<file path="src/rtl/riscv_muldiv_unit_if.sv">
// Request/response bundle between the execute stage and the mul/div unit.
// The master modport is the issuing pipeline side; the slave modport is the unit.
interface riscv_muldiv_unit_if #(
    parameter int unsigned XLEN = 32
) ();
    logic            valid_i;
    logic            ready_o;
    logic [2:0]      op_i;
    logic [XLEN-1:0] rs1_i;
    logic [XLEN-1:0] rs2_i;
    logic [4:0]      rd_i;
    logic            flush_i;
    logic            valid_o;
    logic [XLEN-1:0] result_o;
    logic [4:0]      rd_o;

    modport master (
        output valid_i, op_i, rs1_i, rs2_i, rd_i, flush_i,
        input  ready_o, valid_o, result_o, rd_o
    );

    modport slave (
        input  valid_i, op_i, rs1_i, rs2_i, rd_i, flush_i,
        output ready_o, valid_o, result_o, rd_o
    );
endinterface

</file>
<file path="src/rtl/riscv_muldiv_unit.sv">
// Iterative RV32M/RV64M multiply/divide unit. Multiplies use shift-add and
// divides use restoring radix-2, both on operand magnitudes with a final
// sign fix-up. Divide special cases and (optionally) multiplies finish in a
// single cycle.
module riscv_muldiv_unit #(
    parameter int unsigned XLEN     = 32,
    parameter bit          FAST_MUL = 1'b0
) (
    input logic                clk_i,
    input logic                rst_i,
    riscv_muldiv_unit_if.slave bus
);
    localparam int unsigned W2   = 2 * XLEN;
    localparam int unsigned CntW = $clog2(XLEN) + 1;
    localparam logic [XLEN-1:0] MinNeg = {1'b1, {(XLEN - 1){1'b0}}};

    typedef enum logic [1:0] {StIdle, StBusy, StDone} state_e;

    state_e            state_q;
    logic [CntW-1:0]   cnt_q;
    logic [2:0]        op_q;
    logic [4:0]        tag_q;
    logic              neg_q;      // negate product or quotient
    logic              neg_rem_q;  // negate remainder (sign of dividend)
    logic [W2-1:0]     acc_q;
    logic [W2-1:0]     mcand_q;
    logic [XLEN-1:0]   mplier_q;
    logic [XLEN-1:0]   rem_q;
    logic [XLEN-1:0]   quo_q;
    logic [XLEN-1:0]   dsor_q;
    logic [XLEN-1:0]   result_q;
    logic [4:0]        rd_out_q;
    // Last delivered result, restored if the op completing in DONE is flushed.
    logic [XLEN-1:0]   res_prev_q;
    logic [4:0]        rd_prev_q;

    // Accept-time decode.
    logic              is_div, a_sgn, b_sgn, a_neg, b_neg;
    logic              div_zero, div_ovf, special;
    logic [XLEN-1:0]   a_mag, b_mag, special_res;
    logic [W2-1:0]     fast_prod;

    // Per-iteration datapath.
    logic [W2-1:0]     mul_acc_nxt;
    logic [XLEN:0]     rem_sh;
    logic [XLEN+1:0]   diff;
    logic              ge;
    logic [XLEN-1:0]   rem_nxt, quo_nxt, quo_fin, rem_fin, iter_res;
    logic              unused_div;

    // Sign-correct a magnitude product and pick the low or high half.
    function automatic logic [XLEN-1:0] mul_select(input logic [W2-1:0] mag,
                                                   input logic          neg,
                                                   input logic [1:0]    sel);
        logic [W2-1:0] p;
        p = neg ? -mag : mag;
        return (sel == 2'b00) ? p[XLEN-1:0] : p[W2-1:XLEN];
    endfunction

    // Operand signedness, magnitudes and single-cycle special results.
    always_comb begin
        is_div   = bus.op_i[2];
        a_sgn    = is_div ? !bus.op_i[0] : (bus.op_i[1:0] != 2'b11);
        b_sgn    = is_div ? !bus.op_i[0] : !bus.op_i[1];
        a_neg    = a_sgn && bus.rs1_i[XLEN-1];
        b_neg    = b_sgn && bus.rs2_i[XLEN-1];
        a_mag    = a_neg ? -bus.rs1_i : bus.rs1_i;
        b_mag    = b_neg ? -bus.rs2_i : bus.rs2_i;
        div_zero = (bus.rs2_i == '0);
        div_ovf  = !bus.op_i[0] && (bus.rs1_i == MinNeg) && (bus.rs2_i == '1);
        special  = is_div && (div_zero || div_ovf);
        if (div_zero) begin
            special_res = bus.op_i[1] ? bus.rs1_i : '1;
        end else begin
            special_res = bus.op_i[1] ? '0 : bus.rs1_i;
        end
        fast_prod = W2'(a_mag) * W2'(b_mag);
    end

    // One shift-add step and one restoring-divide step, plus final fix-up.
    always_comb begin
        mul_acc_nxt = acc_q + (mplier_q[0] ? mcand_q : '0);
        rem_sh      = {rem_q, quo_q[XLEN-1]};
        diff        = {1'b0, rem_sh} - {2'b00, dsor_q};
        ge          = !diff[XLEN+1];
        rem_nxt     = ge ? diff[XLEN-1:0] : rem_sh[XLEN-1:0];
        quo_nxt     = {quo_q[XLEN-2:0], ge};
        quo_fin     = neg_q ? -quo_nxt : quo_nxt;
        rem_fin     = neg_rem_q ? -rem_nxt : rem_nxt;
        if (op_q[2]) begin
            iter_res = op_q[1] ? rem_fin : quo_fin;
        end else begin
            iter_res = mul_select(mul_acc_nxt, neg_q, op_q[1:0]);
        end
        // Top bits are provably zero whenever they would be kept.
        unused_div = diff[XLEN] ^ rem_sh[XLEN];
    end

    assign bus.ready_o  = (state_q == StIdle);
    assign bus.valid_o  = (state_q == StDone) && !bus.flush_i;
    assign bus.result_o = result_q;
    assign bus.rd_o     = rd_out_q;

    // Control FSM with the iteration datapath and registered results.
    always_ff @(posedge clk_i) begin
        if (rst_i) begin
            state_q    <= StIdle;
            cnt_q      <= '0;
            op_q       <= '0;
            tag_q      <= '0;
            neg_q      <= 1'b0;
            neg_rem_q  <= 1'b0;
            acc_q      <= '0;
            mcand_q    <= '0;
            mplier_q   <= '0;
            rem_q      <= '0;
            quo_q      <= '0;
            dsor_q     <= '0;
            result_q   <= '0;
            rd_out_q   <= '0;
            res_prev_q <= '0;
            rd_prev_q  <= '0;
        end else begin
            unique case (state_q)
                StIdle: begin
                    if (bus.valid_i && !bus.flush_i) begin
                        op_q      <= bus.op_i;
                        tag_q     <= bus.rd_i;
                        neg_q     <= a_neg ^ b_neg;
                        neg_rem_q <= a_neg;
                        if (special || (FAST_MUL && !is_div)) begin
                            result_q   <= special ? special_res
                                                  : mul_select(fast_prod, a_neg ^ b_neg,
                                                               bus.op_i[1:0]);
                            rd_out_q   <= bus.rd_i;
                            res_prev_q <= result_q;
                            rd_prev_q  <= rd_out_q;
                            state_q    <= StDone;
                        end else begin
                            cnt_q    <= CntW'(XLEN);
                            acc_q    <= '0;
                            mcand_q  <= W2'(a_mag);
                            mplier_q <= b_mag;
                            rem_q    <= '0;
                            quo_q    <= a_mag;
                            dsor_q   <= b_mag;
                            state_q  <= StBusy;
                        end
                    end
                end
                StBusy: begin
                    if (bus.flush_i) begin
                        state_q <= StIdle;
                    end else begin
                        acc_q    <= mul_acc_nxt;
                        mcand_q  <= {mcand_q[W2-2:0], 1'b0};
                        mplier_q <= {1'b0, mplier_q[XLEN-1:1]};
                        rem_q    <= rem_nxt;
                        quo_q    <= quo_nxt;
                        cnt_q    <= cnt_q - CntW'(1);
                        if (cnt_q == CntW'(1)) begin
                            result_q   <= iter_res;
                            rd_out_q   <= tag_q;
                            res_prev_q <= result_q;
                            rd_prev_q  <= rd_out_q;
                            state_q    <= StDone;
                        end
                    end
                end
                StDone: begin
                    if (bus.flush_i) begin
                        result_q <= res_prev_q;
                        rd_out_q <= rd_prev_q;
                    end
                    state_q <= StIdle;
                end
                default: state_q <= StIdle;
            endcase
        end
    end
endmodule
</file>
<file path="src/flat_wrapper.sv">
// flat-port wrapper written by rule: the top's interface ports become plain ports
module riscv_muldiv_unit_flat 
#(
    parameter int unsigned XLEN     = 32,
    parameter bit          FAST_MUL = 1'b0
)
  (clk_i, rst_i, bus_valid_i, bus_op_i, bus_rs1_i, bus_rs2_i, bus_rd_i, bus_flush_i, bus_ready_o, bus_valid_o, bus_result_o, bus_rd_o);
  riscv_muldiv_unit_if #(.XLEN(XLEN)) bus_i ();
  input logic clk_i;
  input logic rst_i;
  input wire logic [$bits(bus_i.valid_i)-1:0] bus_valid_i;
  input wire logic [$bits(bus_i.op_i)-1:0] bus_op_i;
  input wire logic [$bits(bus_i.rs1_i)-1:0] bus_rs1_i;
  input wire logic [$bits(bus_i.rs2_i)-1:0] bus_rs2_i;
  input wire logic [$bits(bus_i.rd_i)-1:0] bus_rd_i;
  input wire logic [$bits(bus_i.flush_i)-1:0] bus_flush_i;
  output wire logic [$bits(bus_i.ready_o)-1:0] bus_ready_o;
  output wire logic [$bits(bus_i.valid_o)-1:0] bus_valid_o;
  output wire logic [$bits(bus_i.result_o)-1:0] bus_result_o;
  output wire logic [$bits(bus_i.rd_o)-1:0] bus_rd_o;
  assign bus_i.valid_i = bus_valid_i;
  assign bus_i.op_i = bus_op_i;
  assign bus_i.rs1_i = bus_rs1_i;
  assign bus_i.rs2_i = bus_rs2_i;
  assign bus_i.rd_i = bus_rd_i;
  assign bus_i.flush_i = bus_flush_i;
  assign bus_ready_o = bus_i.ready_o;
  assign bus_valid_o = bus_i.valid_o;
  assign bus_result_o = bus_i.result_o;
  assign bus_rd_o = bus_i.rd_o;
  riscv_muldiv_unit #(.XLEN(XLEN), .FAST_MUL(FAST_MUL)) u_core (.clk_i(clk_i), .rst_i(rst_i), .bus(bus_i));
endmodule
</file>
<file path="config.mk">
export PLATFORM = sky130hd
export DESIGN_NAME = riscv_muldiv_unit_flat
export DESIGN_NICKNAME = d
export VERILOG_FILES = /design/src/rtl/riscv_muldiv_unit_if.sv /design/src/rtl/riscv_muldiv_unit.sv /design/src/flat_wrapper.sv
export SDC_FILE = /design/constraint.sdc
export NUM_CORES = 1
export LEC_CHECK = 0
export CAP_MARGIN = 0
export CORE_ASPECT_RATIO = 0.8
export CORE_MARGIN = 2
export CORE_UTILIZATION = 55
export CTS_BUF_LIST = sky130_fd_sc_hd__clkbuf_8
export DETAILED_ROUTE_END_ITERATION = 7
export PLACE_DENSITY_LB_ADDON = 0.05
export SYNTH_ARGS = -nofsm -noshare
export SYNTH_HDL_FRONTEND = slang
export SYNTH_SLANG_ARGS = --single-unit
</file>
<file path="constraint.sdc">
create_clock -name clk_i -period 9.05 [get_ports clk_i]
set_input_delay 1.81 -clock clk_i [delete_from_list [all_inputs] [get_ports clk_i]]
set_output_delay 1.81 -clock clk_i [all_outputs]
set_load 0.005 [all_outputs]
</file>
==> results.yml <==
critical_path:
  worst_setup_path_end_kind: "flip-flop"
  slowest_delay_ns: 1.20
  path_cells: "and2_1 > ha_1 > inv_1 > fa_1 > nor2b_4 > o2111ai_1 > a21boi_1 > o211a_1 > nor3_1 > xnor2_1 > buf_4 > a211oi_2 > nand4b_1 > nor4_1 > o22ai_1 > a21o_1 > a311oi_1"
  reg2reg_depth: 17
  crit_slowest_cell: "nor4_1"
  critPathArrivalTime_ns: 7.40
  timing.rr.start: "u_core.mplier_q[0]"
  start_kind: "flip-flop"
  worst-path-max-fanout: 36
  rrSetupSlack_ns: 2.22
  path_class: "reg2reg"
  crit_required_ns: 9.62
  timing.rr.end: "u_core.bus.result_o[10]"
worst_hold_path:
  hold_path.startpoint: "u_core.mcand_q[50]"
  hold_class: "reg2reg"
  worstHoldEndpoint: "u_core.mcand_q[51]"
  hold_depth: 2
clocking:
  ctsResizeCount: 0
  cts_tree: "yes"
  cts_num_sinks: 348
  cts_max_level: 3
  post_cts_buffers: 0
  cts_max_path_buffers: 3
  cts-root-buf: "clkbuf_8"
  insertion_delay_ns: 0.67
  path_clk_slew_ns: 0.07
  cts-buffers-inserted: 66
  cts_hold_repair.buffers: 0
timing:
  fmaxAchievable_ghz: 0.146
  slew_headroom_pct: 18.7
  tns_ns: 0
  whs_ns: 0.451
  hold_viol_final: 0
  worst_slack_ns: 2.22
  rsz0062_at_grt: "false"
  finalCritPeriodShare_pct: 75.5
  fin_crit_ns: 6.83
  finalSetupViolCount: 0
  finClkSkew_ns: 0.0259
  tightest_slew_ns: 1.21
  drv_slew: 0
yosys:
  synth_seq_area_share_pct: 24.9
  syn_avg_cell_area_um2: 6.92
  yosysTopAreaCellShare_pct: 24.9
  yosys_warnings: 0
  synth.most_common_cell: "nor2_1"
  synth_edf_count: 0
  yosysUniqueCellTypes: 92
  synth-main-ff-cell: "dfxtp_1"
  syn-instance-count: 4041
  synth.area.top_cells: "dfxtp_1 25%, a21oi_1 7.3%, nor2_1 7.1%"
  synth_nets: 4226
  yosysTopAreaCell: "dfxtp_1"
  netlist_area_um2: 28000
  ys_ff_latch: 348
  synthTopCellsByCount: "527 x nor2_1, 522 x nand2_1, 410 x a21oi_1"
  ys_async_sr_fraction_pct: 0
die:
  io_pins: 115
  start_util_pct: 56.0
  core.rowCount: 73
  die_h_um: 206
  fp.coreArea_um2: 50000
  dieWidth_um: 256
  die-area_um2: 52700
layout:
  fin_area_um2: 30700
  fin_nets: 4176
  fin_cells: 4714
  drive_above_1_share_pct: 5.60
  area_delta_synth_final_pct: 9.79
route:
  first_pass_iters: 7
  wl_per_cell_um: 23.1
  drc: 0
  first_iter_violations: 4615
  vias: 31137
  antenna_left: 0
  wirelength_um: 109000
  via_per_inst: 6.61
placed_design:
  place_inst: 4598
  preCtsSetupSlack_ns: 2.38
  gp_congestion: 1.06
  hpwl_um: 80900
  numPortBuffers: 114
  placed_area_um2: 29400
status:
  outcome: "finished clean"
global_routing:
  grt_pass1_vias: 26973
  grt_antenna_before_repair: 5
  grt.total_usage_pct: 39.8
  grt_overflow: 0
  grt_pass1_wl_um: 164000
  grt_max_degree: 126
pwr:
  p_leak_uw: 0.0114
  p_per_area_nw_per_um2: 149
  ir_worst_vdd_mv: 0.141
flow_run:
  cap_viol_max_count: 0
## layout by cell type, fill, tap and decap left out, types with 92 or more instances in the layout
| cell | instances |
|---|---|
| o21ai_0 | 231 |
| clkdlybuf4s50_1 | 113 |
| xnor2_1 | 101 |
| nor3_1 | 143 |
| a21oi_1 | 408 |
| dfxtp_1 | 346 |
| ha_1 | 105 |
| a31oi_1 | 99 |
| nor2_1 | 525 |
| inv_1 | 92 |
| nand2_1 | 520 |
| nand3_1 | 148 |
## state kept, by name, summed over array words and instances, names as in the netlist, 32 cells and up
name / flops
u_core.mcand_q: 64
u_core.rem_q: 32
u_core.mplier_q: 32
u_core.bus.result_o: 32
u_core.quo_q: 32
u_core.dsor_q: 32
u_core.res_prev_q: 32
u_core.acc_q: 64
## worst max-delay path: cells and delay by family, from the launching register on
family / cells / cell delay [ns]
XOR/XNOR: 1 / 0.19
AO/OA/AOI/OAI: 7 / 2.58
adder cells (fa/ha/maj): 2 / 0.61
AND/OR/NAND/NOR: 5 / 2.35
buffers and inverters: 2 / 0.25
flip-flops: 1 / 0.73
## kinds of logic (layout without fill, tap and decap cells)
kind of cell | count (synthesis) | in the layout | synth area share (%)
simple gates | 1732 | 1732 | 28.8
compound gates | 1223 | 1223 | 27.7
buf+inv | 362 | 358 | 4.98
flops | 348 | 348 | 24.9
xor+xnor | 187 | 187 | 5.85
fa+ha+maj | 138 | 138 | 5.96
mux | 51 | 51 | 1.86
other cells | 0 | 2 | 0
## layer usage
layer,up-vias,part of all wire (%),global-route usage (%)
li1,14544,-,-
met1,14450,45,59.6
met2,1922,37,51.7
met3,217,15,14.7
met4,4,2.8,11.3
met5,-,0.025,0
## worst max path at each step
stage	startpoint	end	slack (ns)	depth (start not counted)
after global placement	bus_rs2_i[14]	u_core.cnt_q[5]	2.50	14
after detailed placement	bus_rs2_i[14]	u_core.acc_q[5]	2.38	14
final	u_core.mplier_q[0]	u_core.bus.result_o[10]	2.22	17
after CTS	u_core.mplier_q[0]	u_core.bus.result_o[10]	2.80	17
after floorplan	u_core.dsor_q[10]	u_core.bus.result_o[30]	3.64	25
after global routing	u_core.mplier_q[0]	u_core.bus.result_o[29]	2.28	14
## through the flow
| step | utilization (%) | power [µW] |
|---|---|---|
| after global routing | 61.5 | 4750 |
| after CTS | 61.5 | 4530 |
| after floorplan | - | 2490 |
| final | 61.5 | 4580 |
| after detailed placement | 58.8 | 2900 |
| after global placement | 58.8 | 2900 |
## final cells by class
class | instances | area (µm²)
Timing Repair Buffer | 165 | 1550
Antenna cell | 2 | 5.00
Tap cell | 675 | 845
Sequential cell | 348 | 6970
Clock inverter | 29 | 184
Clock buffer | 85 | 1170
Multi-Input combinational cell | 3331 | 19700
Fill cell | 4890 | 19200
Inverter | 79 | 297
## power breakdown
group          total, µW  internal, µW  leakage (µW)  switching [µW]
Sequential          1680          1600       0.00282            79.5
Combinational       1250           403       0.00782             843
Clock               1650           899      0.000762             755
No activity file was read; power rests on OpenSTA's default activity.
